[config.mk]
export PLATFORM = sky130hd
export DESIGN_NAME = expo_operand_loader
export DESIGN_NICKNAME = d
export VERILOG_FILES = /design/src/rtl/expo_pkg.sv /design/src/rtl/expo_operand_loader.sv
export SDC_FILE = /design/constraint.sdc
export NUM_CORES = 1
export LEC_CHECK = 0
export BUFFER_PORTS_ARGS = -buffer_cell sky130_fd_sc_hd__clkbuf_2
export CAP_MARGIN = 20
export CELL_PAD_IN_SITES_DETAIL_PLACEMENT = 0
export CELL_PAD_IN_SITES_GLOBAL_PLACEMENT = 2
export CORE_MARGIN = 3
export CORE_UTILIZATION = 32
export DETAILED_ROUTE_END_ITERATION = 8
export PLACE_DENSITY = 0.86
export REMOVE_ABC_BUFFERS = 1
export SYNTH_ARGS = -nofsm -noshare
export SYNTH_HDL_FRONTEND = slang
export SYNTH_SLANG_ARGS = --single-unit
[constraint.sdc]
create_clock -name clk -period 3.4 [get_ports clk]
set_input_delay 0.51 -clock clk [delete_from_list [all_inputs] [get_ports clk]]
set_output_delay 0.51 -clock clk [all_outputs]
set_load 0.005 [all_outputs]
[src/rtl/expo_pkg.sv]
// expo_pkg: sizes and loader states shared by mont_expo, the operand loader and the result unloader
package expo_pkg;

    localparam int OP_W   = 192;
    localparam int WORD_W = 32;
    localparam int NWORDS = OP_W / WORD_W;
    localparam int IDX_W  = $clog2(NWORDS);

    localparam logic [1:0] LOAD_X = 2'd0;
    localparam logic [1:0] LOAD_Y = 2'd1;
    localparam logic [1:0] START  = 2'd2;
    localparam logic [1:0] WAIT   = 2'd3;

endpackage

[src/rtl/expo_operand_loader.sv]
// expo_operand_loader: assembles x/y from a framed word stream, launches mont_expo and holds operands until done
module expo_operand_loader
    import expo_pkg::*;
(
    input  logic              clk,
    input  logic              reset,
    input  logic              in_valid,
    output logic              in_ready,
    input  logic [WORD_W-1:0] in_data,
    input  logic              in_last,
    output logic [OP_W-1:0]   x,
    output logic [OP_W-1:0]   y,
    output logic              start,
    input  logic              expo_done,
    output logic              busy,
    output logic              frame_err
);

    localparam logic [IDX_W-1:0] IDX_LAST = IDX_W'(NWORDS - 1);

    logic [1:0]       state_q, state_d;
    logic [IDX_W-1:0] idx_q, idx_d;
    logic [OP_W-1:0]  x_q, x_d;
    logic [OP_W-1:0]  y_q, y_d;
    logic             busy_q, busy_d;
    logic             frame_err_q, frame_err_d;
    logic             done_q, done_d;
    logic             loading, xfer, final_word, bad_frame, done_edge;

    // Word acceptance, framing check, and the start/done handshake with mont_expo
    always_comb begin
        loading     = (state_q == LOAD_X) || (state_q == LOAD_Y);
        xfer        = in_valid && loading;
        final_word  = (state_q == LOAD_Y) && (idx_q == IDX_LAST);
        bad_frame   = xfer && (in_last != final_word);
        done_edge   = expo_done && !done_q;
        done_d      = expo_done;
        frame_err_d = bad_frame;
        x_d         = x_q;
        y_d         = y_q;
        for (int i = 0; i < NWORDS; i++) begin
            if (xfer && !bad_frame && idx_q == IDX_W'(i)) begin
                if (state_q == LOAD_X) x_d[i*WORD_W +: WORD_W] = in_data;
                else                   y_d[i*WORD_W +: WORD_W] = in_data;
            end
        end
        idx_d  = bad_frame ? '0 : xfer ? ((idx_q == IDX_LAST) ? '0 : idx_q + 1'b1) : idx_q;
        busy_d = (state_q == START) ? 1'b1 : (state_q == WAIT && done_edge) ? 1'b0 : busy_q;
        state_d = state_q;
        if (bad_frame)
            state_d = LOAD_X;
        else if (xfer && idx_q == IDX_LAST)
            state_d = (state_q == LOAD_X) ? LOAD_Y : START;
        else if (state_q == START)
            state_d = WAIT;
        else if (state_q == WAIT && done_edge)
            state_d = LOAD_X;
    end

    // State registers; reset aborts any job in flight
    always_ff @(posedge clk) begin
        if (reset) begin
            state_q     <= LOAD_X;
            idx_q       <= '0;
            x_q         <= '0;
            y_q         <= '0;
            busy_q      <= 1'b0;
            frame_err_q <= 1'b0;
            done_q      <= 1'b0;
        end else begin
            state_q     <= state_d;
            idx_q       <= idx_d;
            x_q         <= x_d;
            y_q         <= y_d;
            busy_q      <= busy_d;
            frame_err_q <= frame_err_d;
            done_q      <= done_d;
        end
    end

    assign in_ready  = loading && !reset;
    assign start     = (state_q == START) && !reset;
    assign x         = x_q;
    assign y         = y_q;
    assign busy      = busy_q;
    assign frame_err = frame_err_q;

endmodule

==> impl_results.md <==
- CTS sink count: 392
- Hold buffer count at CTS: 0
- Core area: 44700 um2
- Remaining DRCs: 0
- Critical path, cell by cell: and3b_1 -> xnor2_2 -> nand3_2 -> buf_12 -> mux2i_1
- Main flop type after synthesis: dfxtp_1
- Reg2reg start: idx_q[0]$_SDFFE_PP0N_
- Cell count after synthesis: 1777
- Worst reg2reg path endpoint: y[109]$_SDFFE_PP0P_
- Initial antenna violation count: 0
- Reg clk slew, reported paths: 0.06 ns
- Minimum hold slack: 0.1727 ns
- Tmin final: between 2 and 3 ns
- Post-Syn Area per Cell: 8.228 um2
- Bufs and invs on worst path: 1
- Synth top area cells: dfxtp_1 (54%), nand2_1 (18%), a21oi_1 (12%)
- CTS tree: built
- Arrival @ worst endpoint: about 3.0 ns
- Max Cap Viol: 0
- Global placer's final weighted congestion: 0.7659
- Area Overhead vs Synth: 23.95%
- Register area share after synthesis: 53.68%
- Vias per cell: approximately 4.8
- EDFF count, synth: 0
- Cts bufs inserted: 45
- CP Launch Type: flip-flop
- Setup repair bufs after CTS: 0
- Critical path data required time: 3.85 ns
- Area of the mapped netlist: 14620 um2
- Warnings, synthesis: 0
- Final net count: 2147
- Core Rows: 77
- Critical path capture point type: flip-flop
- Clk Latency, worst-skew pair: between 0.5 and 0.6 ns
- Crit-path max cell delay: 0.67 ns
- Final Max Tran Viols: 0
- Die area: 48290 um2
- Most frequent cells after synthesis: nand2_1 (714), dfxtp_1 (392), a21oi_1 (344), nand2b_1 (66), clkbuf_1 (63)
- ANT nets after route: 0
- FF+latch count, synth: just under 400
- Initial Util: 32.71%
- I/O pins: ~430
- Async SR Flop Fraction: 0%
- Worst hold start: expo_done
- Core Util, Final: 40.54%
- Largest net degree at the start of global routing: 100
- Yosys top cell area share: a little over half
- First-pass GRT wire length: 78.48 mm
- Vias in the first global route: 11850
- Final setup fails: 0
- Gr ovfl total: 0
- PD cells: ~540 nW/um2
- Unrepaired setup endpoints after global routing: no
- Routed length per instance: 19.94 um
- Fin Setup TNS: 0 ns
- CP max FO: 17
- LEAKAGE: 7.303 nW
- Share of layout cells above drive strength 1: around a quarter
- R2R setup slack: 0.84 ns
- Largest area contributor in the synthesized netlist: dfxtp_1
- GRT Util Overall: between 20% and 30%
- Post_cts resized: 0
- Drt pass-1 iters: 5
- Hold Crit Depth: 2
- Final WL: 54.55 mm
- Via count: 13070
- Slew @ Worst Pin: 1.070 ns
- Max frequency: 0.3911 GHz
- Htree depth: 2
- Slew headroom: about 28%
- Top-count cell post-synth: nand2_1
- R2R cell count: 5
- Final worst-path cycle share: between 70% and 80%
- Fillers: 4625
- Diodes inserted: 0
- Longest Clk Path Bufs: 3
- CP top delay family: simple AND/OR/NAND/NOR gates
- Fin Clk Skew: about 0.015 ns
- Unique masters post-synth: 43
- Status: finished, final reports clean
- I/O Buffers: approximately 420
- DIE HEIGHT: 219.8 um
- Width of the chip: between 200 and 250 um
- Worst Hold Class: input pin to flip-flop
- Hold EP: done_q$_SDFF_PP0_
- Initial DRC count: 836
- Peak supply drop: 0.3978 mV
- CTS Root Cell: clkbuf_16
- Endpoints failing hold: 0
- HPWL Detailed: ~36 mm
- CP Class: flip-flop to flip-flop
- Slowest cell on the critical path: nand3_2
metrics by stage:
stage	area (um2)	setup WS, ns	power, mW	cells
4_1_cts	18120	0.8310	9.904	2736
3_3_place_gp	16650	0.9215	5.085	2654
3_5_place_dp	16650	0.8365	5.087	2654
6_report	18120	0.8429	9.804	2736
5_1_grt	18120	0.6765	10.11	2736
2_1_floorplan	13470	1.358	4.822	1611
report_power, final:
group          leakage, nW  switching, mW  internal [mW]  total [mW]
combinational         3.41          0.255         0.0908       0.346
clock                0.731           1.96           2.86        4.82
sequential            3.16         0.0161           4.62        4.64
cell type report:
cell class,instances,area (um2),share of cell area [%]
inverters,1,3.754,0.02071
clock inverters,15,136.4,0.7526
multi-input cells,1218,5652,31.19
repair buffers,451,2410,13.30
well taps,592,740.7,4.088
flip-flops and latches,392,7848,43.31
clock buffers,67,1331,7.347
placed cells by master (no fill, tap or decap), drive strengths merged, types with 3 or more instances in the layout:
| master | synthesis | final |
|---|---|---|
| and2 | 5 | 5 |
| mux2i | 32 | 32 |
| clkinv | 0 | 12 |
| clkbuf | 88 | 490 |
| and4 | 3 | 3 |
| nor2b | 5 | 5 |
| a21oi | 358 | 358 |
| nand4 | 3 | 3 |
| dfxtp | 392 | 392 |
| nand3 | 4 | 4 |
| and3 | 3 | 3 |
| nand2b | 66 | 66 |
| buf | 76 | 28 |
| nor2 | 7 | 7 |
| nand2 | 714 | 714 |
worst reg2reg max path: cells and delay by family, from the launching register on:
kind          cells  cell delay (ns)
xor+xnor          1             0.16
simple gates      2             1.11
flops             1             0.54
mux               1             0.16
buf+inv           1             0.47
state kept, by name, indices dropped and copies added, names as in the netlist, named ones only:
register,cells
y,192
frame_err,1
done_q,1
x,192
idx_q,3
busy,1
state_q,1
metal layers:
| metal | vias up | global-route usage (%) | routed length (um) |
|---|---|---|---|
| li1 | 6352 | - | - |
| met5 | - | 0 | 0 |
| met4 | 0 | 5.387 | 1228 |
| met3 | 69 | 6.839 | 4699 |
| met2 | 444 | 34.67 | 25280 |
| met1 | 6204 | 28.30 | 23340 |
worst max-delay path by stage:
stage | to | start | cells past startpoint
3_3_place_gp | y[148]$_SDFFE_PP0P_ | in_last | 6
4_1_cts | y[109]$_SDFFE_PP0P_ | idx_q[0]$_SDFFE_PP0N_ | 5
3_5_place_dp | y[116]$_SDFFE_PP0P_ | idx_q[0]$_SDFFE_PP0N_ | 5
5_1_grt | y[112]$_SDFFE_PP0P_ | idx_q[0]$_SDFFE_PP0N_ | 7
6_report | y[109]$_SDFFE_PP0P_ | idx_q[0]$_SDFFE_PP0N_ | 5
2_1_floorplan | y[100]$_SDFFE_PP0P_ | idx_q[0]$_SDFFE_PP0N_ | 4
kinds of logic after synthesis:
logic type / Yosys count / synth area share [%]
AND/OR/NAND/NOR: 821 / 23.17
AO/OA/AOI/OAI: 362 / 12.80
flip-flops: 392 / 53.68
multiplexers: 32 / 2.191
adder cells (fa/ha/maj): 1 / 0.08557
buffers and inverters: 167 / 7.908
XOR/XNOR: 2 / 0.1712
No activity file was read; power rests on OpenSTA's default activity.
